<file path="config.mk">
export PLATFORM = sky130hd
export DESIGN_NAME = loop_ctrl_fsm
export DESIGN_NICKNAME = d
export VERILOG_FILES = /design/src/rtl/loop_ctrl_fsm.sv
export SDC_FILE = /design/constraint.sdc
export NUM_CORES = 1
export LEC_CHECK = 0
export CELL_PAD_IN_SITES_DETAIL_PLACEMENT = 0
export CELL_PAD_IN_SITES_GLOBAL_PLACEMENT = 1
export CORE_MARGIN = 2
export CORE_UTILIZATION = 30
export CTS_BUF_LIST = sky130_fd_sc_hd__clkbuf_4
export DETAILED_ROUTE_END_ITERATION = 8
export PLACE_DENSITY_LB_ADDON = 0.1
export SYNTH_ARGS = -nofsm -noshare
export SYNTH_HDL_FRONTEND = slang
export SYNTH_SLANG_ARGS = --single-unit
</file>
<file path="constraint.sdc">
create_clock -name clk -period 2 [get_ports clk]
set_input_delay 0.4 -clock clk [delete_from_list [all_inputs] [get_ports clk]]
set_output_delay 0.4 -clock clk [all_outputs]
set_load 0.02 [all_outputs]
</file>
<file path="src/rtl/loop_ctrl_fsm.sv">
// Sequencing controller for the loop-index counter: loads the start index,
// issues one step request per iteration and reports completion or abort.
module loop_ctrl_fsm #(
  parameter int CNT_W = 2
) (
  input  logic             clk,
  input  logic             rst,
  input  logic             start_i,
  input  logic             abort_i,
  input  logic [CNT_W-1:0] init_val_i,
  input  logic [CNT_W-1:0] last_val_i,
  input  logic [CNT_W-1:0] cnt_val_i,
  input  logic             step_done_i,
  output logic             cnt_clear_o,
  output logic             cnt_load_o,
  output logic             cnt_en_o,
  output logic [CNT_W-1:0] cnt_data_o,
  output logic             step_req_o,
  output logic             busy_o,
  output logic             done_o
);

  typedef enum logic [2:0] {
    S_IDLE = 3'd0,
    S_LOAD = 3'd1,
    S_STEP = 3'd2,
    S_WAIT = 3'd3,
    S_NEXT = 3'd4,
    S_DONE = 3'd5,
    S_ABRT = 3'd6
  } state_t;

  state_t           state_q, state_d;
  logic [CNT_W-1:0] init_q, init_d;
  logic [CNT_W-1:0] last_q, last_d;

  always_ff @(posedge clk or posedge rst) begin
    if (rst) begin
      state_q <= S_IDLE;
      init_q  <= '0;
      last_q  <= '0;
    end else begin
      state_q <= state_d;
      init_q  <= init_d;
      last_q  <= last_d;
    end
  end

  // Loop bounds are captured only when a start is accepted, so a start
  // arriving mid-loop cannot disturb the iteration in progress.
  always_comb begin
    state_d = state_q;
    init_d  = init_q;
    last_d  = last_q;
    unique case (state_q)
      S_IDLE: begin
        if (start_i) begin
          state_d = S_LOAD;
          init_d  = init_val_i;
          last_d  = last_val_i;
        end
      end
      S_LOAD: state_d = abort_i ? S_ABRT : S_STEP;
      S_STEP: state_d = abort_i ? S_ABRT : S_WAIT;
      S_WAIT: begin
        if (abort_i) begin
          state_d = S_ABRT;
        end else if (step_done_i) begin
          state_d = (cnt_val_i == last_q) ? S_DONE : S_NEXT;
        end
      end
      S_NEXT: state_d = abort_i ? S_ABRT : S_STEP;
      S_DONE: state_d = S_IDLE;
      S_ABRT: state_d = S_IDLE;
      default: state_d = S_IDLE;
    endcase
  end

  // Moore outputs: a pure decode of the registered state.
  always_comb begin
    cnt_clear_o = 1'b0;
    cnt_load_o  = 1'b0;
    cnt_en_o    = 1'b0;
    step_req_o  = 1'b0;
    done_o      = 1'b0;
    busy_o      = (state_q != S_IDLE);
    unique case (state_q)
      S_LOAD: cnt_load_o = 1'b1;
      S_STEP: step_req_o = 1'b1;
      S_NEXT: cnt_en_o   = 1'b1;
      S_DONE: begin
        done_o      = 1'b1;
        cnt_clear_o = 1'b1;
      end
      S_ABRT: cnt_clear_o = 1'b1;
      default: ;
    endcase
  end

  assign cnt_data_o = init_q;

endmodule
</file>
==> impl_metrics.tcl, run 1 <==
set metrics [dict create \
    crit_buf_inv 1 \
    numCtsBuffers 3 \
    powerDensity_mw_per_mm2 1550 \
    synth_fp_nets 47 \
    cts_buffer_depth 2 \
    period_needed_ns 1.893 \
    cts.sinks 7 \
    h-tree-depth 1 \
    total_power_w 0.001001 \
    path_delay_family "flip-flops" \
    fmax_mhz 528.2 \
    antenna_left 0 \
    max_stage_delay_ns 0.46 \
    overflow 0 \
    cp_data_required_time_ns 1.60 \
    fin_cells 70 \
    track_usage_pct 12.26 \
    die_width_um 41.88 \
    hold_violations 0 \
    yosysWarnings 0 \
    rsz0062_at_grt "no" \
    firstDrtPassIters 2 \
    post-route-period-util_pct 94.66 \
    drtIter0Drc 4 \
    slew_headroom_pct 81.49 \
    cts_tree "done" \
    post_dp_cell_area_um2 605.6 \
    p_leak_nw 0.3327 \
    max_cap_violations 0 \
    crit_slowest_cell "dfrtp_2" \
    vias 342 \
    place_congestion 0.7201 \
    ff2ff_setup_slack_ns 0.52 \
    crit_type "register to output pin" \
    synthDistinctLibCells 22 \
    clock_latency_ns 0.25 \
    num-fill-cells 126 \
    cts.clk_slew.worst_paths_ns 0.05 \
    crit_path_cell_trace "or3_4 > dlygate4sd2_1" \
    synth.yosys.seq_area_share_pct 40.70 \
    root_buffer "clkbuf_4" \
    design.core.area_mm2 0.001318 \
    design.die.area_mm2 0.001754 \
    syn_inst 36 \
    outcome "complete, no violations" \
    final_cell_area_um2 645.6 \
    row_count 13 \
    tns_ns 0 \
    start_util_pct 32.67 \
    drt_wl_total_um 929 \
    final_max_slew_viol_count 0 \
    fin_hold_ws_ns 0.3929 \
    post_cts_buffers 0 \
    post_drt_wl_per_cell_um 13.27 \
    num-nets-final 67 \
    grt_pass1_wl_mm 1.559 \
    vias_per_cell 4.886 \
    setup_viol 0 \
    tightest_slew_ns 0.2774 \
    worstPathMaxFanout 9 \
    area_growth_pct 50.00 \
    drive_gt1_share_pct 30.91 \
    grt_max_degree 10 \
    antenna_found_initial 0 \
    min_path_type "input port to asynchronous set/reset pin" \
    start_kind "register" \
    critPathCaptureType "output pin" \
    synth_area_per_cell_um2 11.96 \
    grt_pass1_vias 331 \
    dp_hpwl_um 743.5 \
    clock_skew_ns 0.0006591 \
    post-place-cells 66 \
    syn_area_um2 430.4 \
    drc_errors 0 \
    crit_arrival_ns 1.49 \
    diodes 0 \
    ir_drop_v 0.0005760 \
    ys_ff_latch 7 \
    ios 19 \
    port_buffers 18 \
    die_y_um 41.88 \
]
[synth_stat cells]
| cell type | n | area (um^2) |
|---|---|---|
| dfrtp_1 | 7 | 175.2 |
| mux2_4 | 4 | 60.06 |
| and2_2 | 2 | 15.01 |
| inv_1 | 2 | 7.510 |
| nor3b_1 | 2 | 15.01 |
| xnor2_1 | 2 | 17.52 |
| xor2_1 | 2 | 17.52 |
| a21o_1 | 1 | 7.510 |
| a21oi_1 | 1 | 5.000 |
| a22oi_1 | 1 | 7.510 |
| a311oi_1 | 1 | 8.760 |
| a31oi_1 | 1 | 6.260 |
| and3b_2 | 1 | 10.01 |
| buf_2 | 1 | 5.000 |
| buf_4 | 1 | 7.510 |
| buf_6 | 1 | 11.26 |
| nand2_1 | 1 | 3.750 |
| nor2_1 | 1 | 3.750 |
| nor2_8 | 1 | 20.02 |
| nor2b_1 | 1 | 6.260 |
| o2bb2ai_1 | 1 | 8.760 |
| or3_4 | 1 | 11.26 |
[through the flow]
stage,worst slack [ns],utilization [%]
after global placement,0.1564,45.96
after CTS,0.0001723,48.34
after detailed placement,0.09811,45.96
after global routing,0.05431,49.00
final,0.1068,49.00
after floorplan,0.5155,-
[worst paths after layout]
path / start / endpoint / depth (start not counted)
worst max-delay path: state_q[2]$_DFFE_PP0P_ / busy_o / 2
worst min-delay path: rst / cnt_data_o[0]$_DFFE_PP0P_ / 2
worst max register to register: state_q[2]$_DFFE_PP0P_ / cnt_data_o[1]$_DFFE_PP0P_ / 3
worst min register to register: cnt_data_o[0]$_DFFE_PP0P_ / cnt_data_o[0]$_DFFE_PP0P_ / 1
max in group asynchronous: rst / state_q[2]$_DFFE_PP0P_ / 2
min in group clk: cnt_data_o[0]$_DFFE_PP0P_ / cnt_data_o[0]$_DFFE_PP0P_ / 1
[power by group]
part           internal (W)  switching (W)  total, W  leakage, nW
registers          0.000221       0.000101  0.000322       0.0807
logic              0.000296       0.000239  0.000535        0.234
clock network     0.0000897      0.0000531  0.000143       0.0184
[layout by cell type (no fill, tap or decap), drive strengths merged]
master         Yosys  layout
o2bb2ai            1       1
nand2              1       1
inv                2       2
a31oi              1       1
nor2               2       2
a22oi              1       1
dfrtp              7       7
xnor2              2       2
a311oi             1       1
clkdlybuf4s50      0      12
and3b              1       1
clkbuf             0       4
and2               2       2
a21oi              1       1
a21o               1       1
nor3b              2       2
or3                1       1
nor2b              1       1
xor2               2       2
dlygate4sd2        0       3
dlymetal6s2s       0       3
mux2               4       4
[state kept, by name, indices dropped and copies added (netlist names)]
signal      flops
last_q          2
cnt_data_o      2
state_q         3
[cell type report]
| type | instances | area, um^2 | share of cell area (%) |
|---|---|---|---|
| clock buffers | 4 | 30.03 | 4.651 |
| well taps | 15 | 18.77 | 2.907 |
| multi-input cells | 24 | 226.5 | 35.08 |
| flip-flops and latches | 7 | 178.9 | 27.71 |
| inverters | 2 | 7.507 | 1.163 |
| repair buffers | 18 | 183.9 | 28.49 |
[kinds of logic (layout without fill, tap and decap cells)]
family	after synthesis	after routing	share of synthesized area [%]
mux	4	4	13.95
flops	7	7	40.70
xor+xnor	4	4	8.141
buf+inv	5	24	7.267
simple gates	10	10	19.76
compound gates	6	6	10.18
[repair_timing]
action,in CTS,in global routing
setup endpoints to repair,5,3
hold buffers,0,0
pin swaps,0,0
resized for setup,6,4
[metal layers]
metal | vias to the layer above | GRT usage, % | share of wire, %
li1 | 163 | - | -
met1 | 163 | 14.71 | 43
met2 | 12 | 18.13 | 48
met3 | 4 | 4.783 | 6.2
met4 | 0 | 7.742 | 2.5
met5 | - | 0 | 0
Power figures use the tool's default switching activity.
==> inputs of run 2 (changes only) <==
--- a/config.mk
+++ b/config.mk
@@ -11,6 +11,7 @@
 export CORE_UTILIZATION = 30
 export CTS_BUF_LIST = sky130_fd_sc_hd__clkbuf_4
 export DETAILED_ROUTE_END_ITERATION = 8
+export GPL_TIMING_DRIVEN = 0
 export PLACE_DENSITY_LB_ADDON = 0.1
 export SYNTH_ARGS = -nofsm -noshare
 export SYNTH_HDL_FRONTEND = slang
==> impl_metrics.tcl, run 2 (same netlist as run 1, synthesis figures left out) <==
set metrics [dict create \
    outcome "complete, no violations" \
    tightest_slew_ns 0.2579 \
    ios 19 \
    overflow 0 \
    diodes 0 \
    firstDrtPassIters 1 \
    post_cts_buffers 0 \
    vias_per_cell 4.507 \
    max_cap_violations 0 \
    rsz0062_at_grt "no" \
    design.die.area_mm2 0.001754 \
    timing.rr.start "state_q[0]$_DFFE_PP0P_" \
    min_path_type "input port to asynchronous set/reset pin" \
    grt_max_degree 10 \
    drt_wl_total_um 836 \
    regMostFlops "state_q" \
    crit_arrival_ns 1.50 \
    crit_path_cell_trace "buf_4 > or3_4 > dlygate4sd2_1" \
    cts_buffer_depth 2 \
    vias 329 \
    row_count 13 \
    grt_pass1_vias 336 \
    die_width_um 41.88 \
    place_congestion 0.7327 \
    post_cts_resized 5 \
    drtIter0Drc 0 \
    clock_skew_ns 0.0004285 \
    h-tree-depth 1 \
    port_buffers 18 \
    root_buffer "clkbuf_4" \
    worstPathMaxFanout 9 \
    largest_reg_flops 3 \
    numCtsBuffers 3 \
    hold_violations 0 \
    antenna_found_initial 0 \
    setup_ws_ns 0.09576 \
    period_needed_ns 1.904 \
    drc_errors 0 \
    path_delay_family "buffers and inverters" \
    final_common_cell "clkdlybuf4s50_1" \
    critPathCaptureType "output pin" \
    post-place-ws_ns 0.1291 \
    tns_ns 0 \
    dp_hpwl_um 665.8 \
    design.core.area_mm2 0.001318 \
    max_stage_delay_ns 0.40 \
    powerDensity_mw_per_mm2 1533 \
    final_max_slew_viol_count 0 \
    num-nets-final 70 \
    drive_gt1_share_pct 27.59 \
    fmax_mhz 525.1 \
    final_cell_mix "12 x clkdlybuf4s50_1, 7 x dfrtp_1, 5 x dlygate4sd2_1" \
    cp-startpoint "state_q[0]$_DFFE_PP0P_" \
    cts.sinks 7 \
    clock_latency_ns 0.25 \
    die_y_um 41.88 \
    crit_buf_inv 2 \
    crit_slowest_cell "or3_4" \
    post_drt_wl_per_cell_um 11.45 \
    setup_viol 0 \
    crit_type "register to output pin" \
    cp_data_required_time_ns 1.60 \
    cts_tree "done" \
    start_util_pct 32.67 \
    grt_pass1_wl_mm 1.476 \
    ir_drop_v 0.0005994 \
    hold_buffers 0 \
    p_leak_nw 0.3278 \
    antenna_left 0 \
    start_kind "register" \
    post-route-period-util_pct 95.21 \
    track_usage_pct 11.53 \
    area_growth_pct 52.33 \
    cts.clk_slew.worst_paths_ns 0.05 \
    slew_headroom_pct 82.79 \
]
run 2: cell count changes in the layout (fill, tap and decap cells not counted):
cell            previous run  this run
dfrtp_1                    4         7
nor2_1                     0         1
nor2_2                     1         0
dlymetal6s2s_1             3         1
dlygate4sd2_1              3         5
buf_4                      0         1
buf_6                      0         1
buf_2                      0         1
dfrtp_2                    3         0
run 2: path summary, 6_finish.rpt:
check	to	slack, ns	cells after the start
max reg2reg	cnt_data_o[0]$_DFFE_PP0P_	0.50	4
max in group asynchronous	last_q[1]$_DFFE_PP0P_	1.42	2
max	busy_o	0.1	3
min in group clk	cnt_data_o[1]$_DFFE_PP0P_	0.52	1
min	cnt_data_o[0]$_DFFE_PP0P_	0.38	2
min reg2reg	cnt_data_o[1]$_DFFE_PP0P_	0.52	1
run 2: worst register-to-register path, cell delays in order (launching register included):
cell and delay (ns):
dfrtp_1 0.36, buf_4 0.16, or3_4 0.40, nor2_8 0.14, mux2_4 0.31
run 2: layout make-up:
class / instances / area [um^2]
buffer: 3 / 23.77
tap: 15 / 18.77
inverter: 2 / 7.507
fill: 119 / 661.9
clock buffer: 4 / 30.03
sequential: 7 / 175.2
multi-input combinational: 24 / 224.0
timing repair buffer: 18 / 176.4
run 2: power breakdown:
part	leakage, nW	switching, W	internal (W)	total (W)
sequential	0.0842	0.0000341	0.000215	0.000249
combinational	0.225	0.000297	0.000321	0.000618
clock	0.0184	0.0000486	0.0000894	0.000138
total	0.328	0.000380	0.000625	0.00101
run 2: layer usage:
| layer | vias up | share of wire, % | track usage (%) |
|---|---|---|---|
| li1 | 166 | - | - |
| met1 | 151 | 42 | 12.27 |
| met2 | 12 | 50 | 16.88 |
| met3 | 0 | 8.1 | 6.087 |
| met4 | 0 | 0 | 9.032 |
| met5 | - | 0 | 0 |
run 2: through the flow:
| step | power [W] | hold WS (ns) | util (%) | cell area (um^2) | cells |
|---|---|---|---|---|---|
| after floorplan | 0.0006972 | 0.2034 | - | 430.4 | 36 |
| after global placement | 0.0008943 | 0.4952 | 47.77 | 629.4 | 69 |
| after detailed placement | 0.0009089 | 0.4988 | 47.77 | 629.4 | 69 |
| after CTS | 0.001022 | 0.3747 | 49.57 | 653.1 | 73 |
| after global routing | 0.001081 | 0.4262 | 49.76 | 655.6 | 73 |
| final | 0.001005 | 0.3765 | 49.76 | 655.6 | 73 |
